## config.mk

```make
export PLATFORM = sky130hd
export DESIGN_NAME = fifo_wr_arbiter
export DESIGN_NICKNAME = d
export VERILOG_FILES = /design/src/rtl/fifo_arb_pkg.sv /design/src/rtl/fifo_wr_arbiter_rr.sv /design/src/rtl/fifo_wr_arbiter.sv
export SDC_FILE = /design/constraint.sdc
export NUM_CORES = 1
export LEC_CHECK = 0
export ABC_AREA = 1
export CORE_ASPECT_RATIO = 2
export CORE_UTILIZATION = 41
export CTS_CLUSTER_SIZE = 16
export DETAILED_ROUTE_END_ITERATION = 16
export GPL_ROUTABILITY_DRIVEN = 0
export HOLD_SLACK_MARGIN = 0.03
export PLACE_DENSITY = 0.82
export SYNTH_ARGS = -nofsm -noshare
export SYNTH_HDL_FRONTEND = slang
export SYNTH_HIERARCHICAL = 1
export SYNTH_SLANG_ARGS = --single-unit
export TNS_END_PERCENT = 30
```

## constraint.sdc

```tcl
create_clock -name wr_clk -period 2.7 [get_ports wr_clk]
set_input_delay 0.27 -clock wr_clk [delete_from_list [all_inputs] [get_ports wr_clk]]
set_output_delay 0.27 -clock wr_clk [all_outputs]
set_load 0.01 [all_outputs]
```

## src/rtl/fifo_arb_pkg.sv

```systemverilog
// Shared constants and helpers for the FIFO write-port arbiter.
package fifo_arb_pkg;

    localparam logic [0:0] ST_IDLE  = 1'b0;
    localparam logic [0:0] ST_BURST = 1'b1;

    // Ceiling log2; returns 0 for values 0 and 1.
    function automatic int unsigned clog2(input int unsigned value);
        int unsigned w;
        w = 0;
        if (value > 1) begin
            for (int unsigned v = value - 1; v > 0; v = v >> 1) begin
                w++;
            end
        end
        return w;
    endfunction

    // fifo_din layout: {id, payload}; the ID field starts right above the payload.
    function automatic int unsigned id_lsb(input int unsigned data_width);
        return data_width;
    endfunction

endpackage

```

## src/rtl/fifo_wr_arbiter_rr.sv

```systemverilog
// Round-robin picker: first requester after last_id (wrapping) wins.
module rr_arbiter
    import fifo_arb_pkg::*;
#(
    parameter int unsigned NUM_REQ = 4
) (
    input  logic [NUM_REQ-1:0]        req,
    input  logic [clog2(NUM_REQ)-1:0] last_id,
    output logic [NUM_REQ-1:0]        gnt_c,
    output logic [clog2(NUM_REQ)-1:0] id_c
);

    localparam int unsigned ID_W = clog2(NUM_REQ);

    always_comb begin
        logic            found;
        logic [ID_W-1:0] idx;
        gnt_c = '0;
        id_c  = '0;
        found = 1'b0;
        idx   = '0;
        for (int unsigned off = 1; off <= NUM_REQ; off++) begin
            idx = ID_W'((32'(last_id) + off) % NUM_REQ);
            if (!found && req[idx]) begin
                found      = 1'b1;
                gnt_c[idx] = 1'b1;
                id_c       = idx;
            end
        end
    end

endmodule

```

## src/rtl/fifo_wr_arbiter.sv

```systemverilog
// Shares one FIFO write port among NUM_REQ burst producers with round-robin
// burst-locked grants, beat/idle limits and source-ID tagging.
module fifo_wr_arbiter
    import fifo_arb_pkg::*;
#(
    parameter int unsigned NUM_REQ    = 4,
    parameter int unsigned DATA_WIDTH = 16,
    parameter int unsigned MAX_BURST  = 16,
    parameter int unsigned TIMEOUT    = 16
) (
    input  logic                                 rst_n,
    input  logic                                 wr_clk,
    input  logic [NUM_REQ-1:0]                   req_valid,
    input  logic [NUM_REQ*DATA_WIDTH-1:0]        req_data,
    input  logic [NUM_REQ-1:0]                   req_last,
    output logic [NUM_REQ-1:0]                   req_ready,
    output logic                                 fifo_wr_en,
    output logic [DATA_WIDTH+clog2(NUM_REQ)-1:0] fifo_din,
    input  logic                                 fifo_full,
    input  logic                                 fifo_full_level,
    output logic [NUM_REQ-1:0]                   gnt,
    output logic                                 busy,
    output logic [NUM_REQ-1:0]                   err_timeout
);

    localparam int unsigned ID_W   = clog2(NUM_REQ);
    localparam int unsigned BEAT_W = clog2(MAX_BURST + 1);
    localparam int unsigned IDLE_W = clog2(TIMEOUT + 1);
    localparam int unsigned ID_LSB = id_lsb(DATA_WIDTH);
    localparam logic [BEAT_W-1:0] BEAT_LAST = BEAT_W'(MAX_BURST - 1);
    localparam logic [IDLE_W-1:0] IDLE_LAST = IDLE_W'(TIMEOUT - 1);

    logic [0:0]        state, state_nxt;
    logic [ID_W-1:0]   last_id, last_id_nxt;
    logic [BEAT_W-1:0] beat_cnt, beat_cnt_nxt;
    logic [IDLE_W-1:0] idle_cnt, idle_cnt_nxt;
    logic [NUM_REQ-1:0] gnt_nxt, err_timeout_nxt;

    logic [NUM_REQ-1:0]    arb_gnt_c;
    logic [ID_W-1:0]       arb_id_c;
    logic                  in_burst_c;
    logic                  own_valid_c;
    logic                  own_last_c;
    logic [DATA_WIDTH-1:0] own_data_c;

    rr_arbiter #(
        .NUM_REQ (NUM_REQ)
    ) u_rr (
        .req     (req_valid),
        .last_id (last_id),
        .gnt_c   (arb_gnt_c),
        .id_c    (arb_id_c)
    );

    // While in BURST, last_id is the current owner.
    assign in_burst_c  = (state == ST_BURST);
    assign own_valid_c = req_valid[last_id];
    assign own_last_c  = req_last[last_id];
    assign busy        = in_burst_c;

    always_comb begin
        own_data_c = '0;
        for (int unsigned i = 0; i < NUM_REQ; i++) begin
            if (32'(last_id) == i) begin
                own_data_c = req_data[i*DATA_WIDTH +: DATA_WIDTH];
            end
        end
    end

    // Zero-latency write path from the owner to the FIFO.
    always_comb begin
        fifo_wr_en = in_burst_c & own_valid_c & ~fifo_full;
        req_ready  = (in_burst_c && !fifo_full) ? gnt : '0;
        fifo_din   = '0;
        if (fifo_wr_en) begin
            fifo_din[ID_LSB +: ID_W]  = last_id;
            fifo_din[DATA_WIDTH-1:0] = own_data_c;
        end
    end

    always_ff @(posedge wr_clk or negedge rst_n) begin
        if (!rst_n) begin
            state       <= ST_IDLE;
            gnt         <= '0;
            last_id     <= ID_W'(NUM_REQ - 1);
            beat_cnt    <= '0;
            idle_cnt    <= '0;
            err_timeout <= '0;
        end else begin
            state       <= state_nxt;
            gnt         <= gnt_nxt;
            last_id     <= last_id_nxt;
            beat_cnt    <= beat_cnt_nxt;
            idle_cnt    <= idle_cnt_nxt;
            err_timeout <= err_timeout_nxt;
        end
    end

    // Grant on idle, release on last beat, beat limit or idle timeout; stalls freeze both counters.
    always_comb begin
        state_nxt       = state;
        gnt_nxt         = gnt;
        last_id_nxt     = last_id;
        beat_cnt_nxt    = beat_cnt;
        idle_cnt_nxt    = idle_cnt;
        err_timeout_nxt = '0;
        unique case (state)
            ST_IDLE: begin
                if (|req_valid && !fifo_full_level) begin
                    state_nxt    = ST_BURST;
                    gnt_nxt      = arb_gnt_c;
                    last_id_nxt  = arb_id_c;
                    beat_cnt_nxt = '0;
                    idle_cnt_nxt = '0;
                end
            end
            ST_BURST: begin
                if (!fifo_full) begin
                    if (own_valid_c) begin
                        idle_cnt_nxt = '0;
                        if (own_last_c || beat_cnt == BEAT_LAST) begin
                            state_nxt    = ST_IDLE;
                            gnt_nxt      = '0;
                            beat_cnt_nxt = '0;
                        end else begin
                            beat_cnt_nxt = beat_cnt + 1'b1;
                        end
                    end else if (idle_cnt == IDLE_LAST) begin
                        state_nxt       = ST_IDLE;
                        gnt_nxt         = '0;
                        err_timeout_nxt = gnt;
                        beat_cnt_nxt    = '0;
                        idle_cnt_nxt    = '0;
                    end else begin
                        idle_cnt_nxt = idle_cnt + 1'b1;
                    end
                end
            end
        endcase
    end

endmodule

```

==> load_flow_metrics.sql <==
INSERT INTO impl_metrics (metric_group, metric, value, unit) VALUES
('floorplan', 'rows', '37', ''),
('power_and_ir_drop', 'powerDensity', '889', 'nW/um2'),
('floorplan', 'height_of_the_chip', '106', 'um'),
('floorplan', 'dieArea', '5700', 'um2'),
('grt', 'grt.overflow.total', '0', ''),
('power_and_ir_drop', 'static-leakage-power', '1.48', 'nW'),
('setup_path', 'critical_path_arrival', '2.29', 'ns'),
('grt', 'grt_max_degree', '24', ''),
('timing', 'setup_violations', '0', ''),
('setup_path', 'crit_path_cell_trace', 'nand3_1 -> nand2_4 -> nor2_8 -> nor2_8 -> inv_2 -> nor2_1 -> clkdlybuf4s50_1', ''),
('clocking', 'clk-insertion-delay-late', '0.27', 'ns'),
('finish', 'most-common-layout-cells', 'sky130_fd_sc_hd__clkdlybuf4s50_1, sky130_fd_sc_hd__nand2_1, sky130_fd_sc_hd__nand3_1', ''),
('finish', 'layout_commonest_cell', 'sky130_fd_sc_hd__clkdlybuf4s50_1', ''),
('finish', 'final_layout_size_suffix_gt1_share', '14.1', '%'),
('run', 'cap_viol_max_count', '0', ''),
('setup_path', 'critPathMaxFanout', '19', ''),
('timing', 'grt_setup_unrepaired', 'no', ''),
('placement', 'dpl.hpwl', '5710', 'um'),
('power_and_ir_drop', 'switching_power', '1.56', 'mW'),
('timing', 'period_share', '94.8', '%'),
('min_path', 'worstHoldPathType', 'reg2reg', ''),
('min_path', 'hold_depth', '2', ''),
('setup_path', 'rrSetupSlack', '0.41', 'ns'),
('timing', 'achievable-frequency', '0.391', 'GHz'),
('power_and_ir_drop', 'power_frac_comb', '74.8', '%'),
('power_and_ir_drop', 'flop_pwr_share', '18.2', '%'),
('drt', 'via_count', '2595', ''),
('clocking', 'htree_levels', '1', ''),
('status', 'outcome', 'complete, no violations', ''),
('placement', 'port_buffers', '107', ''),
('drt', 'detail_route.vias_per_cell', '5.30', ''),
('drt', 'routedWlPerCell', '14.0', 'um'),
('power_and_ir_drop', 'vdd.ir_drop.worst', '0.654', 'mV'),
('drt', 'wl', '6880', 'um'),
('clocking', 'cts.reportedPaths.clkPinSlew', '0.07', 'ns'),
('yosys', 'synth.avg_cell_area', '6.79', 'um2'),
('drt', 'firstDrtPassIters', '4', ''),
('finish', 'finish.utilization', '66.1', '%'),
('setup_path', 'critPathSlowestCell', 'sky130_fd_sc_hd__dfstp_4', ''),
('timing', 'number_of_hold_slack_violations_in_the_final_timing_report', '0', ''),
('drt', 'post-route-drc-count', '0', ''),
('grt', 'grt_use_total', '26.5', '%'),
('timing', 'clock_skew', '0.00150', 'ns'),
('floorplan', 'fp.coreArea', '5140', 'um2'),
('floorplan', 'start_util', '42.9', '%'),
('min_path', 'hold_path.startpoint', 'gnt[0]$_DFFE_PN0P_', ''),
('yosys', 'post_synth_instance_area', '2210', 'um2'),
('timing', 'max_slew_margin', '36.8', '%'),
('finish', 'filler_cell_count', '450', ''),
('grt', 'vias_in_the_first_global_route', '2637', ''),
('setup_path', 'critical-path-max-stage-delay', '0.75', 'ns'),
('placement', 'detailed_place.area', '3340', 'um2'),
('setup_path', 'timing_worst_setup_path_type', 'reg2out', ''),
('finish', 'nets', '520', ''),
('yosys', 'synth_cells', '325', ''),
('drt', 'drt_first_iter_violations', '62', ''),
('timing', 'finalMaxSlewViolations', '0', ''),
('clocking', 'numClockSinks', '21', ''),
('clocking', 'cts.path.max_buffers', '2', ''),
('setup_path', 'crit_buf_inv', '2', ''),
('setup_path', 'crit_required', '2.43', 'ns'),
('clocking', 'cts.root.buffer_cell', 'sky130_fd_sc_hd__clkbuf_8', ''),
('yosys', 'ys_warn_count', '6', ''),
('setup_path', 'crit_path_end_kind', 'output port', ''),
('grt', 'antenna_found_initial', '0', ''),
('drt', 'postRouteAntennaNets', '0', ''),
('clocking', 'cts_tree', 'yes', ''),
('power_and_ir_drop', 'internal_power_summed_over_all_cells', '1.46', 'mW'),
('min_path', 'hold_path_end', 'gnt[0]$_DFFE_PN0P_', ''),
('timing', 'finalWorstPathRequiredPeriod', '2.56', 'ns'),
('floorplan', 'die_w', '53.9', 'um');
## what timing repair did
item	4_1_cts	5_1_grt
hold buffers	0	0
buffers inserted	0	0
hold endpoints to repair	0	0
endpoints found under the setup margin	0	18
resized for setup	0	3
## sequential cells by signal, indices dropped and copies added, names as in the netlist
| register | cells |
|---|---|
| beat_cnt | 5 |
| busy | 1 |
| err_timeout | 4 |
| gnt | 4 |
| idle_cnt | 5 |
| last_id | 2 |
## how the worst max path moves through the flow
stage | to | depth (start not counted)
floorplan | gnt[0]$_DFFE_PN0P_ | 12
global route | fifo_din[0] | 6
global placement | fifo_din[10] | 8
CTS | fifo_din[10] | 7
detailed placement | fifo_din[10] | 8
finish | fifo_din[10] | 7
## through the flow
stage | setup WS [ns] | hold slack (ns) | power, mW
after global placement | 0.331 | 0.469 | 2.75
after CTS | 0.0516 | 0.501 | 3.01
final | 0.141 | 0.499 | 3.02
after floorplan | 0.772 | -0.0256 | 2.05
after detailed placement | 0.328 | 0.482 | 2.80
after global routing | 0.0300 | 0.527 | 3.30
## synthesized netlist by cell type, drive strengths merged
cell type	count	area (um2)
a21boi	4	30.0
a21oi	19	98.9
a31oi	1	6.26
and3	1	6.26
buf	9	60.1
clkbuf	4	15.0
clkinv	1	8.76
dfrtp	19	475
dfstp	2	52.6
ha	11	138
inv	32	120
nand2	73	342
nand3	46	278
nand4	9	56.3
nor2	45	234
nor3	1	5.00
o21a	1	7.51
o21ai	33	165
o221ai	6	52.6
or2	6	37.5
xor2	2	17.5
## worst min-delay path: stages (launching register included)
cell                      delay (ns)
sky130_fd_sc_hd__dfrtp_1        0.36
sky130_fd_sc_hd__nand2_1        0.06
sky130_fd_sc_hd__nand2_1        0.05
## power groups by stage
stage / combinational [mW] / sequential [mW] / clock [mW]
detailed placement: 2.25 / 0.544 / 0
finish: 2.26 / 0.551 / 0.210
floorplan: 1.54 / 0.507 / 0
global route: 2.51 / 0.565 / 0.225
CTS: 2.26 / 0.540 / 0.214
global placement: 2.22 / 0.538 / 0
## layout make-up
class                           instances  area (um2)  area share [%]
Multi-Input combinational cell        258        1470            43.4
Clock buffer                            4        45.0            1.33
Sequential cell                        21         536            15.8
Tap cell                               58        72.6            2.14
Inverter                               33         129            3.79
Timing Repair Buffer                  116        1140            33.6
## layer usage
| layer | up-vias | share of wire, % | track usage, % |
|---|---|---|---|
| met3 | 16 | 4.4 | 3.03 |
| met1 | 1179 | 34 | 26.6 |
| met4 | 0 | 2.7 | 9.96 |
| li1 | 1303 | - | - |
| met2 | 97 | 59 | 50.7 |
| met5 | - | 0 | 0 |
## cells by family (layout without fill, tap and decap cells)
family | after synthesis | in the layout | synth area share, %
xor gates and xnor gates | 2 | 2 | 0.794
buffers and inverters | 46 | 153 | 9.25
and+or+nand+nor | 181 | 181 | 43.4
DFF | 21 | 21 | 23.9
AOI/OAI and AO/OA | 64 | 64 | 16.3
adders and majority gates | 11 | 11 | 6.24
Note: power is estimated with default switching activity, not from simulation.
==> edit 1 (same flow settings) <==
The output `err_timeout` loses its register stage (`err_timeout` becomes a continuous assignment).
--- a/src/rtl/fifo_wr_arbiter.sv
+++ b/src/rtl/fifo_wr_arbiter.sv
@@ -86,5 +86,4 @@
             beat_cnt    <= '0;
             idle_cnt    <= '0;
-            err_timeout <= '0;
         end else begin
             state       <= state_nxt;
@@ -93,7 +92,8 @@
             beat_cnt    <= beat_cnt_nxt;
             idle_cnt    <= idle_cnt_nxt;
-            err_timeout <= err_timeout_nxt;
         end
     end
+
+    assign err_timeout = err_timeout_nxt;
 
     // Grant on idle, release on last beat, beat limit or idle timeout; stalls freeze both counters.
Formal check against the unedited RTL: same outputs for any inputs over 10 cycles, from zero or initial values and one cycle with rst_n low; that may be too few to reach the edited logic, so the function may still have changed.
==> edit 1 against the unedited design <==
Routed wire length shrank 6.2%. Highest routed layer unchanged. Clock skew about the same. Count of clock-buffer cells in the layout is 1 lower. Final area is 3.2% lower. Setup slack lost 36 ps. Non-clock buffer count rose by 5. Area after synthesis down 6.1%. Power is 3.7% lower. Sequential cell count decreased by 4. Critical path type unchanged. Via count shrank 0.19%.
==> edit 1: results (changes against the unedited design) <==
Synth:
- The arithmetic-cell share of the synthesized area counting full adders, half adders and majority gates is 6.64% (+0.40 points).
- The synthesized-area fraction occupied by ao, oa, aoi and oai cells is 17.4% (+1.1 points).
- The synthesized net count is 409 (-0.73%).
- By area the synthesized netlist is led by sky130_fd_sc_hd__dfrtp_1 18%, sky130_fd_sc_hd__nand2_1 11%, sky130_fd_sc_hd__nand3_1 9.4%.
- The post-synthesis average cell area came to 6.43 um^2 (-5.2%).
- The share of synthesized area occupied by flip-flops and latches is 20.7% (-3.3 points).
- The xor and xnor fraction of the mapped netlist area came to 0.845% (+0.051 points).

Power:
- The overall power is 0.00291 W (-3.7%).
- The net switching fraction of the power is 51.8% (about the same).
- The static power due to leakage is 1.42 nW (-3.7%).
- The maximum VDD drop was 0.798 mV (+22%).
- The clock network fraction of design power is 6.7% (-0.3 points).

Place:
- The number of placed instances, taps included is 481 (-1.0%).
- The HPWL reported at the end of detailed placement is 5420 um (-5.1%).
- The area after detailed placement is 3200 um^2 (-4.3%).

Timing:
- The ratio of final minimum period to clock period is 96.1% (+1.3 points).
- The final clock skew is 1.84 ps (+0.341 ps).
- The relative max-transition margin came to 46.6% (+9.8 points).

Detailed routing:
- The average via count per standard cell came to 5.29 (-0.19%).
- The number of DRC violations after detailed-routing iteration 0 is 43 (-31%).
- The detailed route wirelength on metal3 came to 285 um (-6.9%).
- The detailed-route via count was 2590 (-0.19%).
- The total detailed-routing wirelength was 6450 um (-6.2%).

GRT:
- The global-route wire length before repair came to 10500 um (-7.6%).
- The overall global routing resource usage is 25.3% (-1.3 points).
- The fraction of met3 tracks used by global routing is 2.51% (-0.52 points).
- The met2 usage is 51.7% (+0.97 points).

CTS:
- The clock network latency to the later pin of the worst-skew pair came to 250 ps (-20 ps).

Layout:
- The ratio of cells with drive above 1 in the final layout came to 14.8% (+0.66 points).
- The largest registers in the layout are beat_cnt x5, idle_cnt x5, gnt x4.
- The number of nets in the final layout is 521 (+0.19%).
- The layout filler cell count is 418 (-7.1%).

Setup path:
- The delay of the slowest cell on the worst path is 690 ps (-60 ps).
- In this run the worst setup path begins at last_id[1].
- The data arrival time at the worst-slack endpoint came to 2330 ps (+40 ps).
- The register-to-register setup slack is 310 ps (-100 ps).
- The depth of the worst register-to-register path is 12 (+1).
- The kind of cell adding the most delay to the critical path is buffers and inverters.
- The critical path ends at fifo_din[12].
- The maximum fanout count along the critical path came to 11 (-8).

Run status:
- The run finished with clean final reports.

Min path:
- The tightest min-delay check is of the in -> async type.
-- edit 1: cell types whose count changed in the layout (fill, tap and decap cells not counted), moves of 2 or more --
cell / delta
sky130_fd_sc_hd__nand2_4: -4
sky130_fd_sc_hd__dfrtp_1: -4
sky130_fd_sc_hd__buf_4: +6
sky130_fd_sc_hd__nand2_2: +3
sky130_fd_sc_hd__nand3_2: -2
-- edit 1: area by class of cell --
cell class	count	area [um^2]	share of cell area, %
clock buffers	3	41.3	1.26
clock inverters	1	5.00	0.152
inverters	33	129	3.92
multi-input cells	258	1430	43.6
flip-flops and latches	17	432	13.1
well taps	57	71.3	2.17
repair buffers	121	1180	35.8
-- edit 1: what timing repair did --
| item | CTS | global route |
|---|---|---|
| hold endpoints to repair | 0 | 0 |
| setup endpoints to repair | 0 | 15 |
| gates resized for setup | 0 | 2 |
| setup buffers | 0 | 5 |
==> edit 2 (same settings) <==
Without the edit above. Change the parameter `MAX_BURST` from 16 to 18.
--- a/src/rtl/fifo_wr_arbiter.sv
+++ b/src/rtl/fifo_wr_arbiter.sv
@@ -6,5 +6,5 @@
     parameter int unsigned NUM_REQ    = 4,
     parameter int unsigned DATA_WIDTH = 16,
-    parameter int unsigned MAX_BURST  = 16,
+    parameter int unsigned MAX_BURST  = 18,
     parameter int unsigned TIMEOUT    = 16
 ) (
Behaviour: no difference found for any inputs over 10 cycles, from zero or initial values and one cycle with rst_n low; that may be too few to reach the edited logic, so the function may still have changed.
==> edit 2 against the unedited design <==
Sequential cell count did not move. Routed wire length fell by 1.3%. Non-clock buffer count rose by 4. Register-to-register slack got worse by 90 ps. Power rose by 2.9%. Core utilization fell by 0.81 points. Area after synthesis rose by 3.5%. Setup slack got worse by 27 ps. Sequential power fell by 8.9%. Via count rose by 1.5%. Final area rose by 3.3%. First-iteration DRC count rose by 35%.
==> edit 2: results (changes against the unedited design) <==
Run status:
- The run finished with clean final reports.

Detailed routing:
- The total detailed-routing wirelength is 6800 um (-1.3%).
- The average via count per standard cell came to 5.15 (-2.7%).
- The detailed-routing iteration count for the pre-antenna-repair pass is 4 (unchanged).
- The post-route DRC violation count is 0 (unchanged).
- The number of DRC violations after detailed-routing iteration 0 came to 84 (+35%).
- The per-cell routed wire length is 13.3 um (-5.3%).
- The post-route antenna net violation count came to 0 (unchanged).

CTS:
- The H-tree depth came to 1 (unchanged).
- The clock-pin slew on the worst setup and hold paths is 70 ps (about the same).

Timing:
- The final clock skew is 3.63 ps (+2.13 ps).
- The relative max-transition margin is 36.3% (-0.50 points).
- The maximum achievable frequency is 387 MHz (-1.0%).

Layout:
- The count of antenna diodes in the layout is 0 (unchanged).
- The largest registers in the layout are beat_cnt x5, idle_cnt x5.
- The number of nets in the final layout was 539 (+3.7%).
- The area added between synthesis and finish is 53.7%.
- The ratio of cells with drive above 1 in the final layout was 17.1% (+3.0 points).

Setup path:
- The maximum fanout count along the critical path is 10 (-9).
- The critical path launch point is last_id[1].
- The startpoint of the worst register-to-register path is last_id[0].
- The data arrival time at the worst-slack endpoint is 2320 ps (+30 ps).

Synth:
- The synthesized net count is 425 (+3.2%).
- Ranked by instance count, the synthesized netlist is headed by 67 x sky130_fd_sc_hd__nand2_1, 42 x sky130_fd_sc_hd__nand3_1, 30 x sky130_fd_sc_hd__nor2_1, 28 x sky130_fd_sc_hd__inv_1, 28 x sky130_fd_sc_hd__o21ai_0.
- In the post-synthesis netlist, the biggest area contributors are sky130_fd_sc_hd__dfrtp_1 21%, sky130_fd_sc_hd__nand2_1 11%, sky130_fd_sc_hd__nand3_1 9.2%.
- The number of standard cells after synthesis is 338 (+4.0%).
- The share of synthesized area occupied by flip-flops and latches is 23.1% (-0.81 points).
- The post-synthesis cell type count came to 33 (+3.1%).

Power:
- The static power due to leakage is 1.57 nW (+6.5%).
- The maximum VDD drop came to 0.654 mV (-0.13%).

GRT:
- The overall global routing resource usage was 25.0% (-1.5 points).
- The largest net degree at the start of global routing is 22 (-8.3%).
- The global-route wire length before repair is 11200 um (-2.1%).
- The via count of the first global-routing pass came to 2614 (-0.87%).

Place:
- The HPWL reported at the end of detailed placement is 5610 um (-1.7%).
- The number of placed instances, taps included came to 501 (+3.1%).
edit 2: cell types whose count changed after synthesis, sizes merged, moves of 2 or more:
cell	change
a21oi	+2
inv	+4
nand2	+8
nand3	+4
nand4	-4
nor2	+2
xnor2	+2
xor2	-2
edit 2: kinds of logic after synthesis:
family          synth area share (%)
compound gates                  15.8
xor+xnor                       0.767
fa+ha+maj                       6.03
buf+inv                         10.3
flops                           23.1
simple gates                    43.9
edit 2: final cells by class:
type	count	area (um^2)
clock buffers	3	41.3
clock inverters	1	5.00
fillers	471	1860
inverters	38	153
multi-input cells	268	1530
flip-flops and latches	21	528
well taps	60	75.1
repair buffers	120	1180
edit 2: report_power, final:
| group | leakage [nW] | total, W | internal [W] | switching (W) |
|---|---|---|---|---|
| registers | 0.278 | 0.000502 | 0.000403 | 0.0000987 |
| logic | 1.27 | 0.00240 | 0.000975 | 0.00142 |
| clock network | 0.0255 | 0.000208 | 0.000103 | 0.000105 |
| total | 1.57 | 0.00311 | 0.00148 | 0.00163 |
edit 2: metrics by stage:
| step | setup WS (ps) | power, W | hold WS (ps) | util (%) | area (um^2) |
|---|---|---|---|---|---|
| global route | 15.8 | 0.00340 | 535 | 65.3 | 3510 |
| detailed placement | 231 | 0.00282 | 480 | 63.4 | 3400 |
| finish | 115 | 0.00311 | 497 | 65.3 | 3510 |
| global placement | 280 | 0.00278 | 479 | 63.4 | 3400 |
| floorplan | 778 | 0.00208 | -25.6 | - | 2280 |
| CTS | 69.0 | 0.00304 | 499 | 64.3 | 3450 |
edit 2: worst max-delay path, stage by stage (launching register included):
cell	delay (ps)
sky130_fd_sc_hd__dfstp_2	430
sky130_fd_sc_hd__buf_4	200
sky130_fd_sc_hd__nor2_8	190
sky130_fd_sc_hd__nand2_4	70
sky130_fd_sc_hd__nand2_4	90
sky130_fd_sc_hd__nor2_8	50
sky130_fd_sc_hd__nor2_2	210
sky130_fd_sc_hd__o21ai_0	120
sky130_fd_sc_hd__a21oi_1	130
sky130_fd_sc_hd__clkdlybuf4s50_1	560
edit 2: timing repair:
| item | 4_1_cts | 5_1_grt |
|---|---|---|
| gates resized for setup | 1 | 0 |
| setup endpoints to repair | 2 | 18 |
| pin swaps | 0 | 1 |
| buffers inserted | 0 | 5 |
| gates cloned | 0 | 1 |
edit 2: worst paths after layout:
path,endpoint,slack [ps],cells after the start
min,gnt[0],500,2
min in group asynchronous,gnt[2],530,1
max,fifo_din[10],110,9
max reg2reg,gnt[1],320,13
max in group asynchronous,idle_cnt[3],1590,1
min reg2reg,gnt[0],500,2
edit 2: metal layers:
layer	up-vias	part of all wire, %	track usage, %
met3	11	4.9	2.12
met5	-	0	0
met2	105	56	48.1
li1	1340	-	-
met1	1177	37	26.8
met4	0	1.7	5.86
